### config.mk
export PLATFORM = sky130hd
export DESIGN_NAME = mem_arbiter
export DESIGN_NICKNAME = d
export VERILOG_FILES = /design/src/rtl/mem_arbiter_pkg.sv /design/src/rtl/arb_streak_counter.sv /design/src/rtl/mem_arbiter.sv
export SDC_FILE = /design/constraint.sdc
export NUM_CORES = 1
export LEC_CHECK = 0
export ABC_AREA = 1
export CORE_AREA = 4 4 125 127
export CTS_CLUSTER_DIAMETER = 60
export DETAILED_ROUTE_END_ITERATION = 7
export DIE_AREA = 0 0 129 131
export PLACE_DENSITY = 0.85
export REMOVE_ABC_BUFFERS = 1
export SETUP_SLACK_MARGIN = 0.15
export SLEW_MARGIN = 20
export SYNTH_ARGS = -nofsm -noshare
export SYNTH_HDL_FRONTEND = slang
export SYNTH_SLANG_ARGS = --single-unit
### constraint.sdc
create_clock -name clk -period 1.9 [get_ports clk]
set_input_delay 0.38 -clock clk [delete_from_list [all_inputs] [get_ports clk]]
set_output_delay 0.38 -clock clk [all_outputs]
set_load 0.1 [all_outputs]
### src/rtl/mem_arbiter_pkg.sv
// Shared types and widths for the instruction/data memory arbiter.
// Holds the FSM state encoding used by mem_arbiter.
package mem_arbiter_pkg;

  localparam int MEM_W_ADDR = 32;
  localparam int MEM_W_DATA = 32;

  typedef enum logic [1:0] {
    ST_IDLE = 2'd0,
    ST_BUSY = 2'd1,
    ST_DONE = 2'd2
  } state_t;

endpackage

### src/rtl/arb_streak_counter.sv
// Tracks consecutive data grants made while a fetch waits and decides
// which requester wins the next grant, so a fetch is never starved.
module arb_streak_counter #(
  parameter int MAX_DM_STREAK = 4
) (
  input  logic clk,
  input  logic rst_n,
  input  logic if_req,
  input  logic dm_req,
  input  logic grant_en,
  output logic grant_dm
);

  localparam logic [2:0] STREAK_MAX = 3'(MAX_DM_STREAK);

  logic [2:0] streak;

  assign grant_dm = dm_req & ~(if_req & (streak == STREAK_MAX));

  // Only a data grant made under fetch pressure extends the streak.
  always_ff @(posedge clk or negedge rst_n) begin
    if (!rst_n) begin
      streak <= 3'd0;
    end else if (grant_en) begin
      if (grant_dm && if_req) begin
        if (streak != 3'd7) streak <= streak + 3'd1;
      end else begin
        streak <= 3'd0;
      end
    end
  end

endmodule

### src/rtl/mem_arbiter.sv
// Arbitrates fetch and data accesses onto one single-port memory with a
// three-state handshake FSM; data has priority, bounded by a streak limit.
module mem_arbiter
  import mem_arbiter_pkg::*;
#(
  parameter int MAX_DM_STREAK = 4
) (
  input  logic        clk,
  input  logic        rst_n,
  input  logic        if_req,
  input  logic [31:0] if_addr,
  output logic [31:0] if_rdata,
  output logic        if_ready,
  input  logic        dm_req,
  input  logic        dm_we,
  input  logic [31:0] dm_addr,
  input  logic [31:0] dm_wdata,
  output logic [31:0] dm_rdata,
  output logic        dm_ready,
  output logic        mem_req,
  output logic        mem_we,
  output logic [31:0] mem_addr,
  output logic [31:0] mem_wdata,
  input  logic [31:0] mem_rdata,
  input  logic        mem_ack,
  output logic        stall,
  output logic        err_ack
);

  state_t state, state_nxt;
  logic   grant_en;
  logic   grant_dm;
  logic   sel_dm;

  arb_streak_counter #(
    .MAX_DM_STREAK(MAX_DM_STREAK)
  ) u_streak (
    .clk      (clk),
    .rst_n    (rst_n),
    .if_req   (if_req),
    .dm_req   (dm_req),
    .grant_en (grant_en),
    .grant_dm (grant_dm)
  );

  assign stall = (if_req & ~if_ready) | (dm_req & ~dm_ready);

  always_comb begin
    state_nxt = state;
    grant_en  = 1'b0;
    case (state)
      ST_IDLE: begin
        if (if_req || dm_req) begin
          grant_en  = 1'b1;
          state_nxt = ST_BUSY;
        end
      end
      ST_BUSY: if (mem_ack) state_nxt = ST_DONE;
      ST_DONE: state_nxt = ST_IDLE;
      default: state_nxt = ST_IDLE;
    endcase
  end

  always_ff @(posedge clk or negedge rst_n) begin
    if (!rst_n) state <= ST_IDLE;
    else        state <= state_nxt;
  end

  // Memory command is latched at grant and held untouched until the ack.
  always_ff @(posedge clk or negedge rst_n) begin
    if (!rst_n) begin
      mem_req   <= 1'b0;
      mem_we    <= 1'b0;
      mem_addr  <= '0;
      mem_wdata <= '0;
      sel_dm    <= 1'b0;
      if_rdata  <= '0;
      dm_rdata  <= '0;
      if_ready  <= 1'b0;
      dm_ready  <= 1'b0;
      err_ack   <= 1'b0;
    end else begin
      if_ready <= 1'b0;
      dm_ready <= 1'b0;
      if (grant_en) begin
        mem_req   <= 1'b1;
        sel_dm    <= grant_dm;
        mem_we    <= grant_dm & dm_we;
        mem_addr  <= grant_dm ? dm_addr : if_addr;
        mem_wdata <= grant_dm ? dm_wdata : '0;
      end
      if (state == ST_BUSY && mem_ack) begin
        mem_req <= 1'b0;
        if (sel_dm) begin
          dm_rdata <= mem_rdata;
          dm_ready <= 1'b1;
        end else begin
          if_rdata <= mem_rdata;
          if_ready <= 1'b1;
        end
      end
      if (mem_ack && state != ST_BUSY) err_ack <= 1'b1;
    end
  end

endmodule
; ---- Word level (Yosys, flattened, before mapping)
; Cells that the tools add are included.
[op_classes]
n_addsub = 1
mul = 0
div_mod_pow = 0
n_lt_le_gt_ge = 0
eq_ne = 7
shifts = 0
muxes = 15
bitwise_logic = 10
reduce_logical = 10
[ops]
columns = operator, n
row1 = two-way mux 32 bit, 2
row2 = two-way mux 1 bit, 8
row3 = AND reduction 2 bit, 4
row4 = two-way mux 3 bit, 2
row5 = "inequality test 2 bit, second input constant", 3
row6 = AND 1 bit, 5
row7 = two-way mux 2 bit, 2
row8 = NOT 1 bit, 4
row9 = case mux 2 bit (2 select lines), 1
row10 = "adder 3 x 1 -> 3 bit, second input constant", 1
row11 = "== test 3 bit, second input constant", 1
row12 = logical AND 1 bit, 3
row13 = "inequality test 3 bit, second input constant", 1
row14 = "== test 2 x 1 -> 1 bit, second input constant", 1
row15 = zero test 2 bit, 1
row16 = "inequality test 2 x 1 -> 1 bit, second input constant", 1
row17 = nonzero test 2 bit, 1
row18 = logical OR 1 bit, 1
row19 = bitwise OR 1 bit, 1
[totals]
ff_bits = 139
latch_bits = 0
ramBits = 0
mem_bits_ro = 0
input_bits = 134
out_inout_bits = 134
word_cells = 55
mem_count = 0

; ---- Depth between registers and ports, before layout
; Gate-level depths: netlist of run 1.
[logic_depth]
depth_word = 7
mapped_depth = 8
ltp_nobuf = 7

; ---- By module
; From an unflattened synthesis of run 1, not the netlist that was laid out.
[hier_totals]
hier_cells = 726
hier_area_um2 = 6027.0
[modules_own_cells]
columns = mod, instances, cells_each, area_per_inst_um2, seq_area_each_um2
row1 = mem_arbiter, 1, 697, 5808.1, 3403.3
row2 = arb_streak_counter, 1, 29, 219.0, 75.1

; ---- Worst setup path after synthesis of run 1
; Ideal clock, no wire load.
[synth_path]
path_kind = register to output
start = reg dm_ready
end = out stall
arrival_time_ns = 2.364
t_required_ns = 1.520
setup_slack_ns = -0.844
path_stages_with_launch = 2
n_path_buf = 0
path_cell_list = dfrtp_1 o22ai_1
[synth_via]
elab_chain_cells = 3
[synth_rtl]
columns = element, line_no
row1 = start: declaration, mem_arbiter.sv:19  ; output logic dm_ready,
row2 = start signal: assignment, mem_arbiter.sv:80  ; dm_ready <= 1'b0;
row3 = start signal: assignment, mem_arbiter.sv:84  ; dm_ready <= 1'b0;
row4 = start signal: assignment, mem_arbiter.sv:96  ; dm_ready <= 1'b1;
row5 = NOT 1 bit, mem_arbiter.sv:46  ; assign stall = (if_req & ~if_ready) | (dm_req & ~dm_ready);
row6 = AND 1 bit, mem_arbiter.sv:46
row7 = bitwise OR 1 bit, mem_arbiter.sv:46
row8 = end: declaration, mem_arbiter.sv:26  ; output logic stall,
; Every way passes these cells.

; ---- Final worst setup path of run 1
[layout_path]
start = in if_req
end = out stall
[layout_via]
elab_chain_cells = 2
[layout_rtl]
columns = element, line_no
row1 = start: declaration, mem_arbiter.sv:10  ; input logic if_req,
row2 = AND 1 bit, mem_arbiter.sv:46
row3 = bitwise OR 1 bit, mem_arbiter.sv:46
; Every way passes these cells.

==> summary.txt, run 1 <==
Outcome
  – Status: finished, final reports clean

Synth
  – Yosys reg bits: between 100 and 150
  – Synth area leader: dfrtp_1
  – Most numerous cell in the Yosys netlist: nand2_1
  – Mean Syn Cell Area: 8.43 um2
  – Post-Syn Area: roughly 6000 um2
  – Sequential element share of the synthesized area: about three fifths
  – Cell variety after synth: 22
  – Share of the synthesized area in the top cell type: between 50% and 60%
  – Ranking of synthesized cells by instance count: nand2_1 (271), dfrtp_1 (139), inv_1 (108)
  – Syn Inst Count: a little over 700
  – Post-synth EDFFs: 0
  – Syn. warnings: 0
  – Async set or reset register ratio after synthesis: between 90% and 100%
  – Synth area leaders: dfrtp_1 (58%), nand2_1 (17%), inv_1 (6.8%), nand3_1 (5.7%), o21ai_1 (3.3%)
  – Ys flop type: dfrtp_1

Setup path
  – Crit end category: output port
  – Worst r2r src: u_streak.streak[0]$_DFFE_PN0P_
  – Setup crit start kind: primary input
  – CP max-delay cell: dlygate4sd2_1
  – Worst setup path category: in2out
  – CP cell instances: dlygate4sd2_1 -> inv_1 -> o22ai_1 -> buf_12
  – WP data required: about 1.5 ns
  – CP max FO: 4
  – Crit path DAT: ~1.3 ns
  – Worst setup startpoint: if_req
  – CP peak stage delay: between 0.3 and 0.4 ns

Global routing
  – First-pass GRT wire length: between 20 and 30 mm
  – Tot GR Track Use: about a fifth
  – Initial antenna violation count: 0
  – Largest net degree at the start of global routing: between 60 and 70
  – Vias in the first global route: roughly 5400
  – Total global routing overflow: 0

STA
  – Slew of the pin with the lowest slew margin: between 0.4 and 0.5 ns
  – Final setup viols: 0
  – Final slew viol count: 0
  – Count of final hold-check violations: 0
  – Fin crit period: roughly 1.6 ns
  – Fmax: 609 MHz
  – Slew margin rel.: a little over two thirds
  – RSZ-0062 raised after global routing: false
  – Worst Skew: 0.00639 ns
  – Tcrit/Tclk final: between 80% and 90%
  – Min Hold Slack: between 0.4 and 0.5 ns

Drt
  – Vias: 5497
  – Final ANT Viol Nets: 0
  – DR DRC count: 0
  – Pre-Repair DR Iteration Count: 5
  – Routed WL: around 18 mm
  – DR WL/cell: 15.0 um
  – Initial DRC count: 299
  – Via density: 4.69

Clocking
  – CTS tree: done
  – Reg clk slew, reported paths: approximately 0.060 ns
  – CTS sink cnt: roughly 140
  – Longest Clk Path Bufs: 2
  – Clock Latency Late Sink: 0.40 ns
  – H-tree Lvls: 4
  – Number of post-CTS setup repair buffers: 0
  – Total CTS buffers: 17
  – Clk root buf: clkbuf_16

Placed design
  – IO Port Bufs: 267
  – Dpl hpwl: around 13 mm
  – Placer Congestion: 0.817

Die
  – CORE AREA: 14400 um2
  – Die span in x: 129 um
  – Die Y: about 130 um
  – Starting density of the core: 41.4%
  – Std-Cell Rows: 44
  – DIE AREA: ~17000 um2
  – I/O pins: ~270

Min path
  – Hold Path Class: in2async

Finish
  – Antenna diode count: 0
  – Fillers: 1191
  – NumNets Final: between 1000 and 1500
  – Share of cells above drive strength 1: between 10% and 20%
  – P&R area growth vs syn: 54.7%

Job
  – Max-cap violations: 0
[per-layer routing]
metal  track usage [%]  wire length [um]  vias to the layer above
met5                 0                 0                        -
met4              7.72               359                        0
met3              8.09              1910                       27
met2              33.9              8500                      222
met1              24.9              6830                     2557
li1                  -                 -                     2691
[worst max-delay path: cells and delay by family]
| family | cells | cell delay, ns |
|---|---|---|
| buffers and inverters | 3 | 0.63 |
| AOI/OAI and AO/OA | 1 | 0.25 |
[cell usage in the layout, fill, tap and decap left out, types with 2 or more instances in the layout]
master / Yosys / layout
nand2_1: 271 / 269
nand2_2: 0 / 2
inv_6: 0 / 4
bufinv_16: 0 / 3
o21ai_0: 26 / 26
clkbuf_1: 5 / 3
buf_12: 0 / 16
dfrtp_1: 139 / 139
clkinv_4: 0 / 2
inv_1: 108 / 108
nor2_4: 2 / 3
clkbuf_16: 0 / 17
buf_4: 8 / 134
o21ai_1: 40 / 40
nand3_1: 68 / 68
nor2_1: 6 / 6
ha_1: 3 / 3
clkinvlp_4: 0 / 2
clkdlybuf4s50_1: 0 / 130
[worst paths after layout]
path	endpoint	slack [ns]	cells past startpoint
worst max-delay path	stall	0.26	4
worst min-delay path	if_rdata[12]$_DFFE_PN0P_	0.43	2
worst max register to register	mem_wdata[23]$_DFFE_PN0P_	0.32	7
worst min register to register	err_ack$_DFFE_PN0P_	0.47	1
max in group asynchronous	mem_addr[8]$_DFFE_PN0P_	0.86	3
min in group clk	mem_addr[16]$_DFFE_PN0P_	0.47	4
[cell type report]
| class | count | area, um2 | area share [%] |
|---|---|---|---|
| sequential | 139 | 3480 | 37.6 |
| clock inverter | 12 | 163 | 1.76 |
| inverter | 108 | 405 | 4.38 |
| multi-input combinational | 425 | 1870 | 20.2 |
| tap | 184 | 230 | 2.49 |
| timing repair buffer | 284 | 2660 | 28.8 |
| clock buffer | 20 | 437 | 4.72 |
[flip-flops by register name, indices dropped and copies added (netlist names)]
signal,flops
err_ack,1
u_streak.streak,3
sel_dm,1
mem_we,1
state,2
dm_rdata,32
if_rdata,32
mem_addr,32
mem_req,1
dm_ready,1
if_ready,1
mem_wdata,32
[kinds of logic after synthesis]
logic type               synth area share [%]
adder cells (fa/ha/maj)                 0.628
AO/OA/AOI/OAI                            6.03
buffers and inverters                    10.8
AND/OR/NAND/NOR                          24.4
flip-flops                               58.2
[stage by stage]
stage          util, %  setup WS, ns  cells  TNS, ns  area [um2]
6_report          64.1         0.258   1172        0        9250
5_1_grt           64.1         0.168   1172        0        9250
4_1_cts           64.1         0.249   1172        0        9250
3_5_place_dp      59.8        -0.237   1138    -6.71        8630
3_3_place_gp      59.8        -0.162   1138    -5.13        8630
2_1_floorplan        -        -0.844    671   -0.924        5740
[what timing repair did]
item                                   4_1_cts  5_1_grt
setup endpoints to repair                   34        0
resized for setup                            2        0
endpoints found under the hold margin       31        0
hold buffers                                 1        0
Power of run 1 is not shown: default switching activity piles up to over one toggle a cycle in this logic, so the estimate is an artifact.
==> inputs of run 2 (changes only) <==
- CORE_AREA: 4 4 125 127 -> 4 4 131 133
- DIE_AREA: 0 0 129 131 -> 0 0 135 137
- PLACE_DENSITY: 0.85 -> 0.82
- clock period: 1.9 -> 1.3 ns (I/O delays scaled with it)
==> summary.txt, run 2 (synthesis results as in run 1) <==
Outcome
  – Status: complete, but fails checks
  – Failing checks: negative setup slack

Die
  – CORE AREA: around 16000 um2
  – I/O pins: between 200 and 300
  – Starting density of the core: a little under two fifths
  – Die span in x: ~140 um
  – DIE AREA: approximately 18000 um2
  – Die Y: 137 um
  – Std-Cell Rows: 46

Clocking
  – CTS sink cnt: roughly 140
  – Clk root buf: clkbuf_16
  – Longest Clk Path Bufs: 2
  – Reg clk slew, reported paths: 0.07 ns
  – H-tree Lvls: 4
  – Total CTS buffers: 17
  – Clock Latency Late Sink: between 0.4 and 0.5 ns
  – CTS tree: done

Global routing
  – Tot GR Track Use: roughly 27%
  – Largest net degree at the start of global routing: 43
  – Total global routing overflow: 0
  – First-pass GRT wire length: about 39 mm
  – Initial antenna violation count: 2
  – Vias in the first global route: 7017

Setup path
  – Crit path DAT: 1.86 ns
  – Worst setup path category: reg2reg
  – Crit end category: register
  – Setup crit start kind: register
  – CP max FO: 7
  – WP data required: 1.63 ns

STA
  – Final setup viols: 156
  – Fmax: between 600 and 700 MHz
  – PnR worst setup slack: -0.235 ns
  – RSZ-0062 raised after global routing: true
  – Count of final hold-check violations: 0
  – Tcrit/Tclk final: 118%
  – Worst Skew: approximately 0.015 ns
  – Slew margin rel.: 74.0%
  – Slew of the pin with the lowest slew margin: about 0.39 ns
  – Fin crit period: between 1.5 and 2 ns
  – Final slew viol count: 0

Drt
  – Final ANT Viol Nets: 0
  – Initial DRC count: between 300 and 400
  – Via density: 5.13
  – DR DRC count: 0
  – Routed WL: between 30 and 40 mm
  – Pre-Repair DR Iteration Count: 4
  – DR WL/cell: approximately 24 um
  – Vias: roughly 6900

Finish
  – Core Util, Final: slightly below 90%
  – Antenna diode count: 0
  – Most frequent cells in the layout: buf_12 (154), nand2_1 (144), clkdlybuf4s50_1 (130), inv_1 (102), dfrtp_1 (101)
  – P&R area growth vs syn: 130%
  – Most common cell after layout, fill and taps aside: buf_12
  – Share of cells above drive strength 1: a little over half
  – NumNets Final: between 1000 and 1500

Min path
  – Hold Path Class: in2async

Job
  – Max-cap violations: 0

Placed design
  – Placer Congestion: a little over 0.8
  – IO Port Bufs: roughly 270
  – Dpl hpwl: around 15 mm
run 2: cell count changes in the layout (fill, tap and decap cells not counted), moves of 13 or more:
cell / delta
buf_12: +138
nand2_1: -125
nand2_4: +69
o21ai_2: +56
nand2_2: +53
buf_4: -38
dfrtp_1: -38
dfrtp_2: +38
nand3_1: -34
o21ai_1: -33
nand3_2: +32
o21ai_0: -25
buf_16: +17
buf_6: +13
run 2: layout make-up:
| class | count | area (um2) |
|---|---|---|
| repair buffers | 420 | 5890 |
| flip-flops and latches | 139 | 3530 |
| multi-input cells | 426 | 3040 |
| fillers | 626 | 2060 |
| clock buffers | 21 | 470 |
| inverters | 108 | 415 |
| well taps | 216 | 270 |
| clock inverters | 11 | 159 |
run 2: worst paths after layout:
check	start	end	slack (ns)	cells after the start
hold reg to reg	mem_addr[17]$_DFFE_PN0P_	mem_addr[17]$_DFFE_PN0P_	0.54	2
setup reg to reg	state[1]$_DFFE_PN0P_	if_rdata[19]$_DFFE_PN0P_	-0.24	9
min in group clk	dm_wdata[26]	mem_wdata[26]$_DFFE_PN0P_	0.39	3
hold / removal	rst_n	dm_rdata[16]$_DFFE_PN0P_	0.32	2
max in group asynchronous	rst_n	mem_addr[26]$_DFFE_PN0P_	0.44	3
setup / recovery	state[1]$_DFFE_PN0P_	if_rdata[19]$_DFFE_PN0P_	-0.24	9
run 2: through the flow:
step           std cells  setup TNS, ns  hold WS, ns  area, um2  worst slack (ns)
6_report            1341         -17.03        0.320      13800            -0.235
5_1_grt             1341         -25.75        0.343      13800            -0.285
4_1_cts             1275         -12.03        0.314      12500            -0.171
3_5_place_dp        1178         -47.39        0.186      10300            -0.626
3_3_place_gp        1178         -44.47        0.185      10300            -0.542
2_1_floorplan        671         -69.72      -0.0356       5740             -1.32
run 2: critical path: stages (launching register included):
cell,delay [ns]
dfrtp_1,0.40
inv_2,0.08
nand2_4,0.06
nor2_4,0.11
buf_6,0.12
buf_12,0.12
nand2_8,0.09
buf_12,0.16
buf_16,0.14
o21ai_2,0.17
run 2: routing by layer:
layer / GRT usage (%) / vias to the layer above / wire, um / share of wire [%]
li1: - / 2979 / - / -
met1: 28.1 / 3399 / 10900 / 34
met2: 51.2 / 387 / 16500 / 52
met3: 10.2 / 115 / 2890 / 9.1
met4: 8.45 / 4 / 1490 / 4.7
met5: 0 / - / 27 / 0.085
run 2: timing repair:
action	4_1_cts	5_1_grt
resized for setup	214	206
pin swaps	20	19
endpoints found under the hold margin	26	0
endpoints found under the setup margin	265	270
gates cloned	18	6
hold buffers	1	0
buffers inserted	46	60
Power of run 2 is left out for the same reason.
==> inputs of run 3 (changes only) <==
- GPL_ROUTABILITY_DRIVEN: unset -> 0
==> results of run 3 <==
Same layout as run 2: the final DEF is identical, and so are final timing and power.
Power of run 3 is left out for the same reason.
